### config.mk
export PLATFORM = sky130hd
export DESIGN_NAME = acumulador_somador_flat
export DESIGN_NICKNAME = d
export VERILOG_FILES = /design/src/rtl/acumulador_somador_if.sv /design/src/rtl/acumulador_somador.sv /design/src/flat_wrapper.sv
export SDC_FILE = /design/constraint.sdc
export NUM_CORES = 1
export LEC_CHECK = 0
export BUFFER_PORTS_ARGS = -buffer_cell sky130_fd_sc_hd__buf_2
export CORE_MARGIN = 2
export CORE_UTILIZATION = 40
export CTS_CLUSTER_DIAMETER = 60
export CTS_CLUSTER_SIZE = 10
export DETAILED_ROUTE_END_ITERATION = 6
export RECOVER_POWER = 50
export SETUP_SLACK_MARGIN = 0.15
export SLEW_MARGIN = 30
export SYNTH_ARGS = -nofsm -noshare
export SYNTH_HDL_FRONTEND = slang
export SYNTH_SLANG_ARGS = --single-unit
export TNS_END_PERCENT = 10
### constraint.sdc
create_clock -name clk -period 3 [get_ports clk]
set_input_delay 0.15 -clock clk [delete_from_list [all_inputs] [get_ports clk]]
set_output_delay 0.15 -clock clk [all_outputs]
set_load 0.03 [all_outputs]
### src/rtl/acumulador_somador_if.sv
// Sample and total handshakes of acumulador_somador.
// master = upstream/downstream side, slave = the accumulator.
interface acumulador_somador_if #(
    parameter int unsigned LARGURA_ENTRADA = 4,
    parameter int unsigned LARGURA_ACC     = 8
);
    logic [LARGURA_ENTRADA-1:0] entrada;
    logic                       entrada_valida;
    logic                       entrada_pronta;
    logic [LARGURA_ACC-1:0]     saida;
    logic                       saida_valida;
    logic                       saida_pronta;

    modport master (
        output entrada,
        output entrada_valida,
        output saida_pronta,
        input  entrada_pronta,
        input  saida,
        input  saida_valida
    );

    modport slave (
        input  entrada,
        input  entrada_valida,
        input  saida_pronta,
        output entrada_pronta,
        output saida,
        output saida_valida
    );
endinterface

### src/rtl/acumulador_somador.sv
// Sums N_AMOSTRAS handshaked samples into a wider accumulator and hands the total downstream.
// Optional ACUMULADOR_SATURACAO_EN: saturate on carry instead of wrapping.
module acumulador_somador #(
    parameter int unsigned LARGURA_ENTRADA = 4,
    parameter int unsigned LARGURA_ACC     = 8,
    parameter int unsigned N_AMOSTRAS      = 4,
    localparam int unsigned LARGURA_CONT   = $clog2(N_AMOSTRAS + 1)
) (
    input  logic                    clk,
    input  logic                    rst_n,
    acumulador_somador_if.slave     bus,
    input  logic                    limpar,
    output logic [LARGURA_CONT-1:0] contagem,
    output logic                    estouro
);

    localparam int unsigned LARGURA_SOMA = LARGURA_ACC + 1;

    localparam logic [1:0] OCIOSO  = 2'd0;
    localparam logic [1:0] ACUMULA = 2'd1;
    localparam logic [1:0] ENTREGA = 2'd2;

    logic [1:0]              estado_q, estado_d;
    logic [LARGURA_ACC-1:0]  acc_q, acc_d;
    logic [LARGURA_CONT-1:0] cont_q, cont_d;
    logic                    estouro_q, estouro_d;
    logic                    valida_q, valida_d;

    logic                    transferencia;
    logic [LARGURA_SOMA-1:0] soma;
    logic                    carry;
    logic [LARGURA_CONT-1:0] cont_inc;

    // Acceptance depends on state only, so upstream never sees a path from its own valid.
    assign bus.entrada_pronta = (estado_q != ENTREGA);
    assign transferencia      = bus.entrada_valida && bus.entrada_pronta;

    assign soma     = LARGURA_SOMA'(acc_q) + LARGURA_SOMA'(bus.entrada);
    assign carry    = soma[LARGURA_SOMA-1];
    assign cont_inc = cont_q + LARGURA_CONT'(1);

    // State register.
    always_ff @(posedge clk or negedge rst_n) begin
        if (!rst_n) begin
            estado_q <= OCIOSO;
        end else begin
            estado_q <= estado_d;
        end
    end

    // Next state and next values of the registered outputs.
    always_comb begin
        estado_d  = estado_q;
        acc_d     = acc_q;
        cont_d    = cont_q;
        estouro_d = estouro_q;
        valida_d  = 1'b0;

        if (limpar) begin
            // Abort wins over any simultaneous handshake.
            estado_d  = OCIOSO;
            acc_d     = '0;
            cont_d    = '0;
            estouro_d = 1'b0;
        end else begin
            case (estado_q)
                OCIOSO, ACUMULA: begin
                    if (transferencia) begin
                        cont_d    = cont_inc;
                        estouro_d = estouro_q | carry;
`ifdef ACUMULADOR_SATURACAO_EN
                        // Once saturated, stay pinned at all-ones until the batch ends.
                        if (carry || estouro_q) begin
                            acc_d = '1;
                        end else begin
                            acc_d = soma[LARGURA_ACC-1:0];
                        end
`else
                        acc_d = soma[LARGURA_ACC-1:0];
`endif
                        if (cont_inc == LARGURA_CONT'(N_AMOSTRAS)) begin
                            estado_d = ENTREGA;
                        end else begin
                            estado_d = ACUMULA;
                        end
                    end
                end
                ENTREGA: begin
                    // Total and flag stay frozen until downstream takes them.
                    if (bus.saida_pronta) begin
                        estado_d  = OCIOSO;
                        acc_d     = '0;
                        cont_d    = '0;
                        estouro_d = 1'b0;
                    end
                end
                default: begin
                    estado_d  = OCIOSO;
                    acc_d     = '0;
                    cont_d    = '0;
                    estouro_d = 1'b0;
                end
            endcase
        end

        valida_d = (estado_d == ENTREGA);
    end

    // Datapath and output registers.
    always_ff @(posedge clk or negedge rst_n) begin
        if (!rst_n) begin
            acc_q     <= '0;
            cont_q    <= '0;
            estouro_q <= 1'b0;
            valida_q  <= 1'b0;
        end else begin
            acc_q     <= acc_d;
            cont_q    <= cont_d;
            estouro_q <= estouro_d;
            valida_q  <= valida_d;
        end
    end

    assign bus.saida        = acc_q;
    assign bus.saida_valida = valida_q;
    assign contagem         = cont_q;
    assign estouro          = estouro_q;

endmodule

### src/flat_wrapper.sv
// flat-port wrapper written by rule: the top's interface ports become plain ports
module acumulador_somador_flat 
#(
    parameter int unsigned LARGURA_ENTRADA = 4,
    parameter int unsigned LARGURA_ACC     = 8,
    parameter int unsigned N_AMOSTRAS      = 4,
    localparam int unsigned LARGURA_CONT   = $clog2(N_AMOSTRAS + 1)
)
  (clk, rst_n, limpar, contagem, estouro, bus_entrada, bus_entrada_valida, bus_saida_pronta, bus_entrada_pronta, bus_saida, bus_saida_valida);
  acumulador_somador_if #(.LARGURA_ENTRADA(LARGURA_ENTRADA), .LARGURA_ACC(LARGURA_ACC)) bus_i ();
  input  logic clk;
  input  logic rst_n;
  input  logic limpar;
  output logic [LARGURA_CONT-1:0] contagem;
  output logic estouro;
  input wire logic [$bits(bus_i.entrada)-1:0] bus_entrada;
  input wire logic [$bits(bus_i.entrada_valida)-1:0] bus_entrada_valida;
  input wire logic [$bits(bus_i.saida_pronta)-1:0] bus_saida_pronta;
  output wire logic [$bits(bus_i.entrada_pronta)-1:0] bus_entrada_pronta;
  output wire logic [$bits(bus_i.saida)-1:0] bus_saida;
  output wire logic [$bits(bus_i.saida_valida)-1:0] bus_saida_valida;
  assign bus_i.entrada = bus_entrada;
  assign bus_i.entrada_valida = bus_entrada_valida;
  assign bus_i.saida_pronta = bus_saida_pronta;
  assign bus_entrada_pronta = bus_i.entrada_pronta;
  assign bus_saida = bus_i.saida;
  assign bus_saida_valida = bus_i.saida_valida;
  acumulador_somador #(.LARGURA_ENTRADA(LARGURA_ENTRADA), .LARGURA_ACC(LARGURA_ACC), .N_AMOSTRAS(N_AMOSTRAS)) u_core (.clk(clk), .rst_n(rst_n), .bus(bus_i), .limpar(limpar), .contagem(contagem), .estouro(estouro));
endmodule
## Word-level counts from Yosys, hierarchy flattened

Index checks and enable logic that the tools add are counted.

| word-level totals | value |
|---|---|
| word-level logic and storage cells | 36 |
| bits in registers | 15 |

| operators by class | value |
|---|---|
| $add $sub $neg | 2 |
| equality and inequality tests | 7 |
| reduce and logical (&&, ||, !) cells | 4 |
| bitwise logic cells | 1 |
| muxes and demuxes | 17 |

Operators with widths:

| kind | count |
|---|---|
| $mux 8 | 3 |
| $pmux 8 s2 | 1 |
| $add 8x4->9 | 1 |
| $mux 3 | 3 |
| $mux 2 | 4 |
| $pmux 3 s2 | 1 |
| $eq 2x2->1 const B | 2 |
| $pmux 2 s2 | 1 |
| $add 3x1->3 const B | 1 |
| $eq 3x3->1 const B | 1 |
| $mux 1 | 3 |
| $ne 3x2->1 const B | 1 |
| $ne 3x3->1 const B | 1 |
| $eq 2x1->1 const B | 1 |
| $logic_not 2->1 | 1 |
| $ne 2x2->1 const B | 1 |
| $pmux 1 s2 | 1 |
| $reduce_and 2->1 | 1 |
| $reduce_or 2->1 | 1 |
| $logic_and 1x1->1 | 1 |
| $or 1x1->1 | 1 |

## Logic depth before layout (Yosys ltp)

Gate-level depths: netlist (run 1).

| depth | value |
|---|---|
| word-level depth | 7 |
| gate-level depth with buffers | 7 |

## Least setup slack after synthesis (run 1)

OpenSTA, ideal clock, no wires.

| timing | value |
|---|---|
| path kind | register to register |
| start point | register u_core.acc_q[0], in the netlist u_core.bus.saida[0] |
| end point | register u_core.acc_q[6], in the netlist u_core.bus.saida[6] |
| setup time | 79 ps |
| data required time | 2,921 ps |
| stages on the path, launching flop included | 8 |
| arrival time | 1,908 ps |
| path slack | 1,012 ps |
| path through | dfrtp_1 -> ha_1 -> inv_1 -> fa_1 -> nor2b_1 -> o21ai_0 -> a211oi_1 -> mux2i_1 |

| between the ends | value |
|---|---|
| word-level cells in the longest chain between the ends | 4 |

RTL lines:

| item | RTL line | source |
|---|---|---|
| start: declaration | acumulador_somador.sv:24 | `logic [LARGURA_ACC-1:0] acc_q, acc_d;` |
| start signal: assignment | acumulador_somador.sv:112 | `acc_q <= '0;` |
| start signal: assignment | acumulador_somador.sv:117 | `acc_q <= acc_d;` |
| $add 8x4->9 | acumulador_somador.sv:38 | `assign soma = LARGURA_SOMA'(acc_q) + LARGURA_SOMA'(bus.entrada);` |
| $mux 8 | acumulador_somador.sv:68 | `if (transferencia) begin` |
| $pmux 8 s2 | acumulador_somador.sv:66 | `case (estado_q)` |
| $mux 8 | acumulador_somador.sv:59 | `if (limpar) begin` |

Every way passes these cells. The select of a mux whose other input is x is not followed.
A chain may end at the register's enable or synchronous reset.

## Worst setup path in the final report (run 1)

Same ends and word-level chain as after synthesis.

==> flow_summary.toml, run 1 <==
[drt]
first_pass_iters = 3
via_count = 717
ant_nets = 0
vias_per_cell = 5.16
routed_wl_um = 1810
drt_iter0_markers = 8
wl_per_cell_um = 13.0
remaining_drc_errors = 0

[synth]
synthTopCellsByArea = "dfrtp_1 (43%), ha_1 (8.5%), o21ai_0 (4.6%)"
yosysTopAreaCell = "dfrtp_1"
syn_area_per_cell_um2 = 10.0
ys_types = 35
synth_cells = 88
async_flop_share = 1.00
ys_seq_area_frac = 0.427
synth_flop_cell = "dfrtp_1"
ys_ff_latch = 15
synth_edf_count = 0
synth_nets = 104
synth_area_um2 = 880
synth_top_area_share = 0.427
yosys_warnings = 0

[power_and_ir_drop]
p_leak_nw = 0.486
p_int_mw = 0.305
power_frac_seq = 0.497
switching_share = 0.331
p_per_area_nw_per_um2 = 444
peakVddDrop_mv = 0.241
p_total_mw = 0.456
p_sw_mw = 0.151
p_clk_frac = 0.260
comb_power_share = 0.244

[setup_path]
r2r_cells = 7
crit_buf_inv = 1
cp-start-kind = "register"
ff2ff_setup_slack_ns = 1.05
reg2reg_to = "u_core.bus.saida[6]"
slowest_stage = "a211oi_1"
critPathMaxStageDelay_ns = 0.41
reg2reg_from = "u_core.bus.saida[0]"
cp_max_fo = 3
worstPathCellList = "ha_1 -> inv_1 -> fa_1 -> nor2b_1 -> o21ai_0 -> a211oi_1 -> mux2i_1"
cp-end-kind = "register"
cp.required_ns = 3.21
cp.arrival_ns = 2.17
critPathKind = "reg -> reg"
path_delay_family = "adder cells"

[floorplanning]
core_area_um2 = 2020
io_pins = 23
row_count = 16
die_w_um = 50.9
start_util = 0.435
dieArea_um2 = 2590
dieHeight_um = 50.9

[sta]
setup_viol = 0
setup_ws_ns = 1.05
slew_headroom = 0.435
fmax_ghz = 0.512
finalClockSkew_ns = 0.00416
period_share = 0.651
hold_violations = 0
max_slew.worst_pin.slew_ns = 0.848
fin_crit_ns = 1.95
rsz0062_at_grt = "no"
hold_ws_ns = 0.162
setup_tns_ns = 0
slew_violations = 0

[clock_tree]
clockRootBuffer = "clkbuf_4"
clk_pin_slew_worst_paths_ns = 0.10
cts_buffer_depth = 2
cts-buffers-inserted = 3
cts_tree = "built"
postCtsHoldBufs = 1
clk_latency_ns = 0.28
cts_sinks = 15
ctsResizeCount = 0
cts_setup_buffers = 0
h-tree-depth = 1

[run]
drv_cap = 0

[placed_design]
place.gp.congestion = 0.729
dp_cells = 134
port_buffers = 22
hpwl_um = 1340
dpl_worst_slack_ns = 1.07

[final_layout]
areaGrowthSynthToFinish_pct = 16.6
drive_gt1_frac = 0.179
fillCellCount = 211
num-nets-final = 129
multi_input_area_um2 = 458
finalNonFillerCells = 139
diodes = 0
seqCellArea_um2 = 375

[global_routing]
grt_pass1_wl_um = 3250
grt_pass1_vias = 703
antenna_found_initial = 0
grt.overflow.total = 0
grt_max_degree = 16
grt_use_total = 0.168

[hold_path]
worstHoldStart = "limpar"
whs_path_depth = 2
hold_path.class = "in -> reg"
min_to = "u_core.estado_q[1]"

[status]
outcome = "complete, no violations"
state kept, by name (all words and copies together), names as in the netlist:
name and cells:
u_core.bus.saida 8, u_core.contagem 3, u_core.estado_q 2, u_core.bus.saida_valida 1
u_core.estouro 1
power by group through the flow:
stage,Sequential (mW),Clock [mW],Combinational (mW)
after floorplan,0.252,0,0.0567
after global placement,0.230,0,0.112
after detailed placement,0.230,0,0.113
after CTS,0.227,0.126,0.115
after global routing,0.229,0.133,0.126
final,0.227,0.118,0.111
layer usage:
| metal | part of all wire | wire [µm] | global-route usage |
|---|---|---|---|
| met5 | 0 | 0 | 0 |
| met4 | 0.015 | 27 | 0.0901 |
| met3 | 0.037 | 67 | 0.0234 |
| met2 | 0.46 | 827 | 0.252 |
| met1 | 0.49 | 884 | 0.236 |
per-stage QoR:
stage	util	cell area, µm²
2_1_floorplan	-	880
3_3_place_gp	0.494	1000
3_5_place_dp	0.494	1000
4_1_cts	0.512	1040
5_1_grt	0.507	1030
6_report	0.507	1030
kinds of logic after synthesis:
logic type | after synthesis | synth area share
buf+inv | 9 | 0.0526
xor+xnor | 2 | 0.0199
flops | 15 | 0.427
compound gates | 27 | 0.220
simple gates | 26 | 0.149
mux | 2 | 0.0228
fa+ha+maj | 7 | 0.108
cell usage after synthesis, types with 2 or more instances:
| library cell | number |
|---|---|
| nor2_1 | 4 |
| a211oi_1 | 3 |
| o21ai_0 | 8 |
| o21a_1 | 2 |
| a21oi_1 | 3 |
| nand2_1 | 10 |
| o41ai_1 | 2 |
| a22o_1 | 3 |
| ha_1 | 6 |
| dfrtp_1 | 15 |
| mux2i_1 | 2 |
| or3_1 | 2 |
| xor2_1 | 2 |
| inv_1 | 5 |
worst max-delay path by stage:
| stage | start | end | slack [ns] | cells past startpoint |
|---|---|---|---|---|
| floorplan | u_core.bus.saida[0] | u_core.bus.saida[6] | 1.01 | 7 |
| global placement | u_core.bus.saida[0] | u_core.bus.saida[6] | 1.13 | 7 |
| detailed placement | u_core.bus.saida[0] | u_core.bus.saida[6] | 1.07 | 7 |
| CTS | u_core.bus.saida[0] | u_core.bus.saida[6] | 1.06 | 7 |
| global route | u_core.bus.saida[0] | u_core.bus.saida[6] | 0.86 | 7 |
| finish | u_core.bus.saida[0] | u_core.bus.saida[6] | 1.05 | 7 |
cell type report:
| class | count | area share |
|---|---|---|
| multi-input combinational | 64 | 0.446 |
| sequential | 15 | 0.366 |
| timing repair buffer | 23 | 0.107 |
| tap | 27 | 0.0329 |
| clock buffer | 4 | 0.0256 |
| inverter | 6 | 0.0220 |
layout by cell type, fill, tap and decap left out, types with 2 or more instances in the layout:
| master | netlist | layout |
|---|---|---|
| ha_1 | 6 | 6 |
| o41ai_1 | 2 | 2 |
| o21a_1 | 2 | 2 |
| mux2i_1 | 2 | 2 |
| o21ai_0 | 8 | 8 |
| nand2_1 | 10 | 10 |
| clkbuf_4 | 0 | 3 |
| buf_2 | 1 | 14 |
| a22o_1 | 3 | 3 |
| or3_1 | 2 | 2 |
| dfrtp_1 | 15 | 15 |
| xor2_1 | 2 | 2 |
| inv_1 | 5 | 5 |
| nor2_1 | 4 | 4 |
| a21oi_1 | 3 | 3 |
| clkbuf_1 | 0 | 9 |
| a211oi_1 | 3 | 3 |
Note: power is estimated with default switching activity, not from simulation.
==> run 2: changes to the inputs <==
Settings changed: ABC_AREA from default to 1.
Clock period 3 ns to 1.85 ns, I/O delays scaled along.
==> run 2 against run 1 <==
Against the previous run: wire length up 6.5%; flip-flop and latch count unchanged; largest power group unchanged; first-iteration DRC count up 75%; design area up 4.8%; critical path depth up 4; critical path type unchanged; largest cell class unchanged; area after synthesis down 0.28%; sequential power up 65%.
==> flow_summary.toml, run 2 <==
[floorplanning]
core_area_um2 = 2020
io_pins = 23
die_w_um = 50.8
start_util = 0.434
dieHeight_um = 50.8
dieArea_um2 = 2580
row_count = 16

[sta]
hold_violations = 0
max_slew.worst_pin.slew_ns = 0.868
setup_tns_ns = 0
hold_ws_ns = 0.0176
fin_crit_ns = 1.59
rsz0062_at_grt = "no"
slew_headroom = 0.421
finalClockSkew_ns = 0.0107
setup_viol = 0
period_share = 0.857
slew_violations = 0
fmax_ghz = 0.631

[final_layout]
design_area_um2 = 1070
drive_gt1_frac = 0.201
num-nets-final = 156
mostFrequentLayoutCell = "nand2_1"
fin_util = 0.532
multi_input_area_um2 = 435
finalNonFillerCells = 166
areaGrowthSynthToFinish_pct = 22.5
fillCellCount = 210
largest_reg_flops = 8
final_cell_mix = "nand2_1 (25), inv_1 (17), buf_2 (14), dfrtp_1 (14)"
seqCellArea_um2 = 377
diodes = 0

[power_and_ir_drop]
p_clk_frac = 0.250
p_per_area_nw_per_um2 = 718
switching_share = 0.344
p_int_mw = 0.506
peakVddDrop_mv = 0.333
power_frac_seq = 0.485
p_leak_nw = 0.566
p_sw_mw = 0.265
comb_power_share = 0.265

[synth]
yosys_warnings = 0
ys_types = 18
syn_area_per_cell_um2 = 7.97
synth_flop_cell = "dfrtp_1"
synth_top_area_share = 0.428
async_flop_share = 1.00
synth_nets = 126
synthTopCellsByArea = "dfrtp_1 (43%), nand2_1 (11%), ha_1 (8.6%)"
synth_cells = 110
synth_commonest_cells = "nand2_1 (26), inv_1 (18), dfrtp_1 (15)"
synth_edf_count = 0
ys_ff_latch = 15
ys_seq_area_frac = 0.428
yosysTopAreaCell = "dfrtp_1"
synth_area_um2 = 877
yosysMostFrequentCell = "nand2_1"

[clock_tree]
clk_pin_slew_worst_paths_ns = 0.10
cts_sinks = 15
clk_latency_ns = 0.29
cts_buffer_depth = 2
cts-buffers-inserted = 3
clockRootBuffer = "clkbuf_4"
cts_tree = "built"
h-tree-depth = 1

[global_routing]
grt_use_total = 0.174
grt_max_degree = 16
grt_pass1_wl_um = 3340
grt_pass1_vias = 784
antenna_found_initial = 0
grt.overflow.total = 0

[drt]
via_count = 812
ant_nets = 0
drt_iter0_markers = 14
first_pass_iters = 4
remaining_drc_errors = 0
wl_per_cell_um = 11.6
vias_per_cell = 4.89
routed_wl_um = 1920

[placed_design]
place.gp.congestion = 0.776
placed_cell_area_um2 = 1010
port_buffers = 22
dp_cells = 158
hpwl_um = 1410

[setup_path]
cp-end-kind = "register"
cp-start-kind = "register"
worstPathCellList = "ha_2 -> inv_1 -> fa_2 -> inv_2 -> nand3_1 -> nand2_2 -> buf_4 -> nand2_1 -> nand2_1 -> nand4_1 -> nand2_1"
critPathMaxStageDelay_ns = 0.37
path_delay_family = "adder cells"
cp.required_ns = 2.07
critPathKind = "reg -> reg"
cp_common_cell = "nand2_1"
cp.arrival_ns = 1.81
slowest_stage = "dfrtp_2"
crit_buf_inv = 3
cp_max_fo = 4

[status]
outcome = "complete, no violations"

[run]
drv_cap = 0

[hold_path]
hold_path.class = "in -> reg"
run 2: logic make-up after synthesis:
family,count (synthesis),synth area share
xor gates and xnor gates,2,0.0200
adders and majority gates,7,0.108
DFF,15,0.428
and+or+nand+nor,51,0.251
buffers and inverters,19,0.0899
AOI/OAI and AO/OA,16,0.103
run 2: through the flow:
stage	power [mW]	setup slack, ns
5_1_grt	0.820	0.173
2_1_floorplan	0.512	0.173
3_5_place_dp	0.571	0.254
4_1_cts	0.770	0.223
6_report	0.772	0.265
3_3_place_gp	0.567	0.280
run 2: repair_timing:
action,CTS,global route
endpoints found under the setup margin,0,2
setup buffers,0,2
hold buffers,2,0
resized for setup,0,5
endpoints found under the hold margin,17,0
run 2: worst register-to-register path, cell delays in order, from the launching register on:
cell     delay, ns
dfrtp_2       0.37
ha_2          0.17
inv_1         0.05
fa_2          0.33
inv_2         0.07
nand3_1       0.07
nand2_2       0.10
buf_4         0.11
nand2_1       0.04
nand2_1       0.06
nand4_1       0.07
nand2_1       0.07
run 2: final cells by class:
class | instances | area share
Multi-Input combinational cell | 76 | 0.405
Clock buffer | 4 | 0.0244
Tap cell | 27 | 0.0314
Inverter | 18 | 0.0629
Sequential cell | 15 | 0.350
Timing Repair Buffer | 26 | 0.126
run 2: final timing paths:
| check | from | endpoint | slack, ns | cells past startpoint |
|---|---|---|---|---|
| setup / recovery | u_core.bus.saida[0] | u_core.estouro | 0.26 | 11 |
| hold / removal | bus_entrada_valida | u_core.estado_q[0] | 0.02 | 2 |
| setup reg to reg | u_core.bus.saida[0] | u_core.estouro | 0.26 | 11 |
| hold reg to reg | u_core.bus.saida[3] | u_core.bus.saida[3] | 0.54 | 2 |
| max in group asynchronous | rst_n | u_core.bus.saida[0] | 0.84 | 2 |
| min in group asynchronous | rst_n | u_core.bus.saida[1] | 0.42 | 2 |
run 2: power groups by stage:
stage	clock [mW]	sequential, mW	combinational [mW]
final	0.193	0.374	0.205
after global routing	0.213	0.378	0.228
after CTS	0.202	0.375	0.193
after detailed placement	0	0.381	0.190
after global placement	0	0.379	0.188
after floorplan	0	0.420	0.0917
run 2: layer usage:
metal / GRT usage / up-vias / wire length, µm
met1: 0.222 / 373 / 926
li1: - / 416 / -
met5: 0 / - / 0
met2: 0.279 / 19 / 896
met3: 0.0380 / 4 / 79
met4: 0.0901 / 0 / 22
